### src/rtl/muldiv_pkg.sv
// muldiv_pkg: shared encodings and default widths for the multiply/divide sequencer.
package muldiv_pkg;
    localparam int DATA_W = 16;
    localparam int ADDR_W = 3;
    localparam logic OP_MUL = 1'b0;
    localparam logic OP_DIV = 1'b1;
    localparam int FLAG_Z = 0;
    localparam int FLAG_V = 1;
    localparam int FLAG_D = 2;
    typedef enum logic [1:0] {IDLE, BUSY, DONE} state_e;
endpackage

### src/rtl/muldiv_step.sv
// muldiv_step: one combinational iteration of shift-add multiply or restoring divide.
module muldiv_step
    import muldiv_pkg::*;
#(
    parameter int W = DATA_W
) (
    input  logic           op_i,
    input  logic [2*W-1:0] acc_i,
    input  logic [2*W-1:0] opa_i,
    input  logic [W-1:0]   opb_i,
    output logic [2*W-1:0] acc_o,
    output logic [2*W-1:0] opa_o,
    output logic [W-1:0]   opb_o
);
    logic [W:0] rem_sh;
    logic [W:0] diff;
    logic       ge;
    // Divide keeps the partial remainder in acc and shifts quotient bits into opa.
    assign rem_sh = {acc_i[W-1:0], opa_i[W-1]};
    assign diff   = rem_sh - {1'b0, opb_i};
    assign ge     = ~diff[W];
    assign acc_o  = (op_i == OP_DIV) ? {{W{1'b0}}, ge ? diff[W-1:0] : rem_sh[W-1:0]}
                                     : acc_i + (opb_i[0] ? opa_i : '0);
    assign opa_o  = (op_i == OP_DIV) ? {{W{1'b0}}, opa_i[W-2:0], ge} : opa_i << 1;
    assign opb_o  = (op_i == OP_DIV) ? opb_i : opb_i >> 1;
endmodule

### src/rtl/muldiv_sequencer.sv
// muldiv_sequencer: stalls the core while an iterative unsigned mul/div runs, then writes back once.
// Define MULDIV_EARLY_EXIT_EN to let multiply finish as soon as the multiplier is exhausted.
module muldiv_sequencer
    import muldiv_pkg::*;
#(
    parameter int L = DATA_W,
    parameter int A = ADDR_W
) (
    input  logic         clk_i,
    input  logic         rst_ni,
    input  logic         issue_valid_i,
    input  logic         issue_op_i,
    input  logic [L-1:0] operand_a_i,
    input  logic [L-1:0] operand_b_i,
    input  logic [A-1:0] issue_dest_i,
    output logic         stall_o,
    output logic         wb_valid_o,
    output logic [A-1:0] wb_addr_o,
    output logic [L-1:0] wb_data_o,
    output logic [2:0]   wb_flags_o
);
    localparam int CW = $clog2(L + 1);
`ifdef MULDIV_EARLY_EXIT_EN
    localparam logic EARLY = 1'b1;
`else
    localparam logic EARLY = 1'b0;
`endif

    state_e         state_q, state_d;
    logic [CW-1:0]  cnt_q, cnt_d;
    logic [2*L-1:0] acc_q, acc_d, opa_q, opa_d, step_acc, step_opa;
    logic [L-1:0]   opb_q, opb_d, step_opb, res;
    logic           op_q, op_d;
    logic [A-1:0]   dest_q, dest_d, wb_addr_q, wb_addr_d;
    logic [L-1:0]   wb_data_q, wb_data_d;
    logic [2:0]     wb_flags_q, wb_flags_d, flags;
    logic           last, div0, mul0;

    muldiv_step #(.W(L)) u_step (
        .op_i  (op_q),
        .acc_i (acc_q),
        .opa_i (opa_q),
        .opb_i (opb_q),
        .acc_o (step_acc),
        .opa_o (step_opa),
        .opb_o (step_opb)
    );

    assign res  = (op_q == OP_MUL) ? step_acc[L-1:0] : step_opa[L-1:0];
    assign last = (cnt_q == CW'(1)) || (EARLY && op_q == OP_MUL && step_opb == '0);
    assign div0 = issue_op_i == OP_DIV && operand_b_i == '0;
    assign mul0 = EARLY && issue_op_i == OP_MUL && operand_b_i == '0;

    always_comb begin
        flags         = '0;
        flags[FLAG_Z] = res == '0;
        flags[FLAG_V] = (op_q == OP_MUL) && (|step_acc[2*L-1:L]);
    end

    // Stall is forced low during reset so the PC is never held by a stale state.
    assign stall_o    = rst_ni && ((state_q == IDLE && issue_valid_i) || state_q == BUSY);
    assign wb_valid_o = state_q == DONE;
    assign wb_addr_o  = wb_addr_q;
    assign wb_data_o  = wb_data_q;
    assign wb_flags_o = wb_flags_q;

    always_comb begin
        state_d    = state_q;
        cnt_d      = cnt_q;
        acc_d      = acc_q;
        opa_d      = opa_q;
        opb_d      = opb_q;
        op_d       = op_q;
        dest_d     = dest_q;
        wb_addr_d  = wb_addr_q;
        wb_data_d  = wb_data_q;
        wb_flags_d = wb_flags_q;
        case (state_q)
            IDLE: if (issue_valid_i) begin
                op_d    = issue_op_i;
                dest_d  = issue_dest_i;
                acc_d   = '0;
                cnt_d   = CW'(L);
                opa_d   = {{L{1'b0}}, operand_a_i};
                opb_d   = operand_b_i;
                state_d = BUSY;
                if (div0 || mul0) begin
                    state_d            = DONE;
                    wb_addr_d          = issue_dest_i;
                    wb_data_d          = div0 ? '1 : '0;
                    wb_flags_d         = '0;
                    wb_flags_d[FLAG_D] = div0;
                    wb_flags_d[FLAG_Z] = ~div0;
                end
            end
            BUSY: begin
                cnt_d = cnt_q - CW'(1);
                acc_d = step_acc;
                opa_d = step_opa;
                opb_d = step_opb;
                if (last) begin
                    state_d    = DONE;
                    wb_addr_d  = dest_q;
                    wb_data_d  = res;
                    wb_flags_d = flags;
                end
            end
            default: state_d = IDLE;
        endcase
    end

    always_ff @(posedge clk_i or negedge rst_ni) begin
        if (!rst_ni) begin
            state_q    <= IDLE;
            cnt_q      <= '0;
            acc_q      <= '0;
            opa_q      <= '0;
            opb_q      <= '0;
            op_q       <= 1'b0;
            dest_q     <= '0;
            wb_addr_q  <= '0;
            wb_data_q  <= '0;
            wb_flags_q <= '0;
        end else begin
            state_q    <= state_d;
            cnt_q      <= cnt_d;
            acc_q      <= acc_d;
            opa_q      <= opa_d;
            opb_q      <= opb_d;
            op_q       <= op_d;
            dest_q     <= dest_d;
            wb_addr_q  <= wb_addr_d;
            wb_data_q  <= wb_data_d;
            wb_flags_q <= wb_flags_d;
        end
    end
endmodule
### config.mk
export PLATFORM = sky130hd
export DESIGN_NAME = muldiv_sequencer
export DESIGN_NICKNAME = d
export VERILOG_FILES = /design/src/rtl/muldiv_pkg.sv /design/src/rtl/muldiv_step.sv /design/src/rtl/muldiv_sequencer.sv
export SDC_FILE = /design/constraint.sdc
export NUM_CORES = 1
export LEC_CHECK = 0
export CAP_MARGIN = 20
export CORE_ASPECT_RATIO = 0.9
export CORE_UTILIZATION = 35
export CTS_CLUSTER_SIZE = 10
export DETAILED_ROUTE_END_ITERATION = 8
export PLACE_DENSITY = 0.51
export SETUP_SLACK_MARGIN = 0.05
export SLEW_MARGIN = 5
export SYNTH_ARGS = -nofsm -noshare
export SYNTH_HDL_FRONTEND = slang
export SYNTH_SLANG_ARGS = --single-unit
export TNS_END_PERCENT = 50
### constraint.sdc
create_clock -name clk_i -period 7.5 [get_ports clk_i]
set_clock_uncertainty 0.15 [all_clocks]
set_input_delay 2.25 -clock clk_i [delete_from_list [all_inputs] [get_ports clk_i]]
set_output_delay 2.25 -clock clk_i [all_outputs]
set_load 0.03 [all_outputs]
==> flow_summary.json, run 1 <==
{
  "status": "complete, no violations",
  "synth_top_family_by_area": "compound AO/OA/AOI/OAI gates",
  "grtUsageMet1": 0.3349,
  "reg2reg_from": "opb_q[0]",
  "grt_pass1_vias": 6360,
  "use_met3": 0.03879,
  "dpl_cell_area_mm2": 0.008496,
  "htreeDepth": 4,
  "p_switching_mw": 2.122,
  "vias": 6726,
  "grt.busiest_layer": "met1",
  "mostFrequentLayoutCell": "nand2_1",
  "tns_ns": 0,
  "timing.final.hold_violations": 0,
  "ant_nets": 0,
  "async_reset_ff_frac": 1.000,
  "syn_inst": 872,
  "die-area_mm2": 0.02232,
  "critPathCaptureType": "output pin",
  "synth_seq_cells": 113,
  "ctsResizeCount": 0,
  "maxCapViolCount": 0,
  "fin_crit_sh": 0.8508,
  "io_buffer_count": 62,
  "fin_area_mm2": 0.009074,
  "swShare": 0.4747,
  "drcViolationCount": 0,
  "grt_max_degree": 64,
  "timing.slew.headroom": 0.2956,
  "finalWirelength_mm": 21.87,
  "synth_fa_ha_area_frac": 0.08754,
  "drt-initial-drc-count": 462,
  "post_cts_buffers": 0,
  "synthSimpleGateAreaFrac": 0.1996,
  "cp_data_required_time_ns": 5.10,
  "hpwl_mm": 15.50,
  "holdWs_ns": 0.3332,
  "drt_first_pass_iters": 5,
  "drive_gt1_frac": 0.05371,
  "worst_pin_slew_ns": 1.047,
  "synth_edf_count": 0,
  "yosys_warnings": 0,
  "finalSetupViolCount": 0,
  "root_buffer": "clkbuf_16",
  "syn_nets": 963,
  "p_clk_frac": 0.180,
  "rsz0062_at_grt": "false",
  "io_pins": 63,
  "power.internal_mw": 2.348,
  "area_growth_syn_to_layout_pct": 19.34,
  "r2r_end": "wb_flags_o[1]",
  "fp-row-count": 50,
  "seq_power_share": 0.234,
  "synth_compound_area_frac": 0.2340,
  "layout.cells.non_filler": 1217,
  "nets": 1010,
  "holdPathStages": 2,
  "start_util": 0.3617,
  "fin_crit_ns": 6.381,
  "fmax_ghz": 0.1567,
  "maxSlewViolCount": 0,
  "hold_path_class": "flop to flop",
  "cts_tree": "yes",
  "ys.flop_type": "dfrtp_1",
  "min-delay-start": "dest_q[2]",
  "cp_max_fo": 2,
  "p_per_area_mw_per_mm2": 492.7,
  "grtUsageTotal": 0.2088,
  "dp_cells": 1186,
  "clockBufferDepth": 2,
  "ir_worst_vdd_mv": 0.2038,
  "cts_hold_buf": 0,
  "fillCellCount": 2119,
  "worst_setup_path_start_kind": "input pin",
  "reg2reg_depth": 13,
  "antenna_found_initial": 0,
  "min_to": "dest_q[2]",
  "synth.mux.area_fraction": 0.03061,
  "ys_seq_area_frac": 0.3719,
  "dieWidth_um": 157.4,
  "final_cell_mix": "nand2_1, dfrtp_1, nor2_1",
  "worstSetupPathType": "input pin to output pin",
  "cp_data_arrival_time_ns": 3.98,
  "cts_buffers": 17,
  "insertion_delay_ns": 0.42,
  "cts.sinks": 113,
  "wl_per_cell_um": 17.97,
  "reg2reg_slack_ns": 2.93,
  "grt_pass1_wl_mm": 35.74,
  "core_mm2": 0.02102,
  "pwr-share-comb": 0.586,
  "finalWeightedCongestion": 0.8434,
  "yosysUniqueCellTypes": 61,
  "routed_via_density": 5.527,
  "leakagePower_nw": 4.041,
  "met2_usage": 0.2788,
  "synthesis.area_mm2": 0.007604,
  "clk_pin_slew_worst_paths_ns": 0.06,
  "diodes": 0,
  "die_h_um": 141.8,
  "synth-xor-area-share": 0.04278,
  "gr-total-overflow": 0,
  "synth_area_per_cell_um2": 8.720
}
==> per-layer routing <==
metal	part of all wire	routed length, um
met4	0.0081	178
met1	0.55	11990
met5	0	0
met2	0.39	8547
met3	0.053	1151
==> power by group through the flow <==
stage                     registers, mW  clock network [mW]  logic [mW]
after global placement             1.05                   0        2.60
final                              1.04               0.806        2.62
after detailed placement           1.05                   0        2.61
after CTS                          1.04               0.821        2.63
after floorplan                    1.05                   0        1.90
after global routing               1.08               0.850        2.93
==> Yosys cell counts, types with 6 or more instances <==
cell        n  share of area
o221ai_1    8         0.0092
a31oi_1    20          0.016
inv_1      22          0.011
o21bai_1    6         0.0059
nor2_1     76          0.038
nand2_1   129          0.064
and2_1     34          0.028
dfrtp_1   113           0.37
clkbuf_1   39          0.019
a21oi_1    58          0.038
xor2_1     15          0.017
xnor2_1    19          0.022
o31ai_1     6         0.0059
a211oi_1    9         0.0089
a21o_1     14          0.014
a22oi_1    21          0.021
nand2b_1    9         0.0074
o22a_1      7         0.0081
ha_1       50          0.082
o21ai_0    38          0.025
o21a_1      8         0.0079
nand4_1     9         0.0074
a22o_1     27          0.031
nor3_1     15         0.0099
nand3_1    15         0.0099
mux2i_1    21          0.028
nor2b_1     9         0.0074
==> cell type report <==
class	count	area (um2)	share of cell area
Multi-Input combinational cell	694	4542	0.5006
Inverter	22	82.58	0.009101
Clock inverter	12	135.1	0.01489
Clock buffer	19	442.9	0.04881
Sequential cell	113	2828	0.3116
Timing Repair Buffer	71	685.7	0.07557
Tap cell	286	357.8	0.03944
==> metrics by stage <==
step / setup slack, ns / utilization / total power, mW
after floorplan: 1.754 / - / 2.954
after global placement: 1.039 / 0.4042 / 3.654
after detailed placement: 1.060 / 0.4042 / 3.661
after CTS: 1.036 / 0.4317 / 4.495
after global routing: 1.012 / 0.4317 / 4.859
final: 1.119 / 0.4317 / 4.471
==> state kept, by name (all words and copies together) (netlist names) <==
signal      count
acc_q          32
cnt_q           5
dest_q          3
op_q            1
opa_q          32
opb_q          16
state_q         2
wb_addr_o       3
wb_data_o      16
wb_flags_o      3
==> worst max-delay path by stage <==
stage             startpoint       to  slack [ns]
6_report       issue_valid_i  stall_o        1.12
5_1_grt        issue_valid_i  stall_o        1.01
4_1_cts        issue_valid_i  stall_o        1.04
3_5_place_dp   issue_valid_i  stall_o        1.06
3_3_place_gp   issue_valid_i  stall_o        1.04
2_1_floorplan  issue_valid_i  stall_o        1.75
==> cells by family (layout without fill, tap and decap cells) <==
kind of cell / count (synthesis) / after routing
AND/OR/NAND/NOR: 325 / 325
AO/OA/AOI/OAI: 259 / 259
flip-flops: 113 / 113
buffers and inverters: 65 / 124
adder cells (fa/ha/maj): 52 / 52
XOR/XNOR: 35 / 35
multiplexers: 23 / 23
==> critical path, cell delays in order <==
cell and delay, ns:
clkdlybuf4s50_1 0.47, and2_1 0.19, nor2_4 0.05, nor2b_1 0.28, clkdlybuf4s50_1 0.74
Note: power is estimated with default switching activity, not from simulation.
==> run 2, diff against run 1 <==
--- a/config.mk
+++ b/config.mk
@@ -5,12 +5,14 @@
 export SDC_FILE = /design/constraint.sdc
 export NUM_CORES = 1
 export LEC_CHECK = 0
+export ABC_CLOCK_PERIOD_IN_PS = 7500
 export CAP_MARGIN = 20
 export CORE_ASPECT_RATIO = 0.9
 export CORE_UTILIZATION = 35
 export CTS_CLUSTER_SIZE = 10
 export DETAILED_ROUTE_END_ITERATION = 8
 export PLACE_DENSITY = 0.51
+export REMOVE_ABC_BUFFERS = 1
 export SETUP_SLACK_MARGIN = 0.05
 export SLEW_MARGIN = 5
 export SYNTH_ARGS = -nofsm -noshare
==> run 2 against run 1 <==
Net effect: sequential power is essentially flat; wire length down 1.0%; sequential share of layout area is 0.23 points lower; via count is 1.7% lower; critical path type unchanged; critical endpoint unchanged.
==> flow_summary.json, run 2 (same netlist as run 1, synthesis figures left out) <==
{
  "cp_max_fo": 2,
  "critPathTopFamily": "buffers and inverters",
  "cp_data_required_time_ns": 5.10,
  "cts.sinks": 113,
  "diodes": 0,
  "worst_pin_slew_ns": 1.063,
  "holdPathStages": 1,
  "drive_gt1_frac": 0.05782,
  "antenna_found_initial": 0,
  "max_stage_delay_ns": 0.72,
  "drt_first_pass_iters": 5,
  "crit_chain": "clkdlybuf4s50_1, and2_1, nor2_4, nor2b_1, clkdlybuf4s50_1",
  "r2r_end": "wb_flags_o[1]",
  "worst_setup_path_start_kind": "input pin",
  "wl_met3_um": 877,
  "critPathCaptureType": "output pin",
  "fin_crit_sh": 0.8428,
  "core_mm2": 0.02102,
  "finish.utilization": 0.4349,
  "leakagePower_nw": 4.088,
  "grtUsageTotal": 0.2078,
  "power_mw": 4.549,
  "hpwl_mm": 15.23,
  "clockBufferDepth": 2,
  "vias": 6614,
  "ant_nets": 0,
  "finalSetupViolCount": 0,
  "maxSlewViolCount": 0,
  "grt_pass1_vias": 6490,
  "io_pins": 63,
  "routed_via_density": 5.421,
  "dieWidth_um": 157.4,
  "layout.cells.non_filler": 1220,
  "reg2reg_from": "opb_q[0]",
  "top_layer": "met4",
  "post_cts_buffers": 0,
  "fin_crit_ns": 6.321,
  "reg2reg_slack_ns": 2.99,
  "slowest_stage": "clkdlybuf4s50_1",
  "cpMostUsedCell": "clkdlybuf4s50_1",
  "dp_cells": 1188,
  "finalWirelength_mm": 21.65,
  "met1_length_mm": 11.89,
  "root_buffer": "clkbuf_16",
  "die-area_mm2": 0.02232,
  "reg2reg_depth": 13,
  "htreeDepth": 4,
  "rsz0062_at_grt": "false",
  "grt_max_degree": 63,
  "min_to": "cnt_q[4]",
  "grt_pass1_wl_mm": 35.86,
  "cp_data_arrival_time_ns": 3.92,
  "min-delay-start": "cnt_q[4]",
  "fp-row-count": 50,
  "drt-initial-drc-count": 364,
  "cts_tree": "yes",
  "top_regs": "acc_q x32, opa_q x32",
  "clk_pin_slew_worst_paths_ns": 0.06,
  "finalWeightedCongestion": 0.8467,
  "p_per_area_mw_per_mm2": 497.6,
  "wl_per_cell_um": 17.74,
  "insertion_delay_ns": 0.42,
  "worstSetupPathType": "input pin to output pin",
  "gr-total-overflow": 0,
  "ir_worst_vdd_mv": 0.4510,
  "nets": 1012,
  "start_util": 0.3617,
  "mostFrequentLayoutCell": "nand2_1",
  "ctsResizeCount": 0,
  "drcViolationCount": 0,
  "crit_buf_inv": 2,
  "timing.final.hold_violations": 0,
  "hold_path_class": "flop to flop",
  "status": "complete, no violations",
  "fmax_ghz": 0.1582,
  "io_buffer_count": 62,
  "cts_hold_buf": 0,
  "cts_buffers": 17,
  "timing.slew.headroom": 0.2848,
  "maxCapViolCount": 0,
  "final_cell_mix": "nand2_1, dfrtp_1, nor2_1",
  "area_growth_syn_to_layout_pct": 20.24,
  "dr_wl_met2_mm": 8.662,
  "die_h_um": 141.8
}
## run 2: cell count changes in the layout (fill, tap and decap cells not counted), sizes merged
| cell | previous run | this run |
|---|---|---|
| bufinv | 2 | 4 |
| clkinvlp | 4 | 2 |
| buf | 10 | 12 |
| inv | 24 | 26 |
| clkbuf | 19 | 17 |
| clkinv | 4 | 5 |
## run 2: where the power goes
part	internal, mW	leakage, nW	switching [mW]
sequential	0.836	1.38	0.215
clock	0.560	0.305	0.312
combinational	1.02	2.40	1.60
total	2.42	4.09	2.13
## run 2: per-layer routing
layer	GRT usage	up-vias
met5	0	-
met4	0.05008	0
met3	0.03390	16
met2	0.2897	119
met1	0.3268	3187
li1	-	3292
## run 2: worst max path at each step
stage / slack, ns / startpoint / to / cells past startpoint
after floorplan: -0.05 / issue_valid_i / stall_o / 3
after global placement: 1.09 / issue_valid_i / stall_o / 5
after detailed placement: 1.10 / issue_valid_i / stall_o / 5
after CTS: 1.10 / issue_valid_i / stall_o / 5
after global routing: 1.08 / issue_valid_i / stall_o / 5
final: 1.18 / issue_valid_i / stall_o / 5
## run 2: worst register-to-register path, stage by stage, from the launching register on
cell      delay [ns]
dfrtp_1         0.32
buf_4           0.32
and2_1          0.20
ha_1            0.21
fa_1            0.27
a211oi_1        0.11
o21ai_0         0.42
nand4_1         0.21
o311ai_0        0.69
a41oi_1         0.32
o41ai_1         0.54
xor2_1          0.18
nor3_1          0.28
a41oi_1         0.15
## run 2: per-stage QoR
stage / area [um2] / setup WS [ns] / setup TNS [ns] / hold slack [ns]
6_report: 9143 / 1.179 / 0 / 0.3239
5_1_grt: 9143 / 1.085 / 0 / 0.3501
4_1_cts: 9143 / 1.100 / 0 / 0.3310
3_5_place_dp: 8511 / 1.101 / 0 / 0.3167
3_3_place_gp: 8511 / 1.092 / 0 / 0.3149
2_1_floorplan: 7431 / -0.05249 / -0.05249 / 0.2956
## run 2: area by class of cell
cell class	instances	area, um2
clock inverters	15	206.4
fillers	2121	11880
inverters	22	82.58
repair buffers	73	700.7
flip-flops and latches	113	2828
clock buffers	17	425.4
well taps	286	357.8
multi-input cells	694	4542
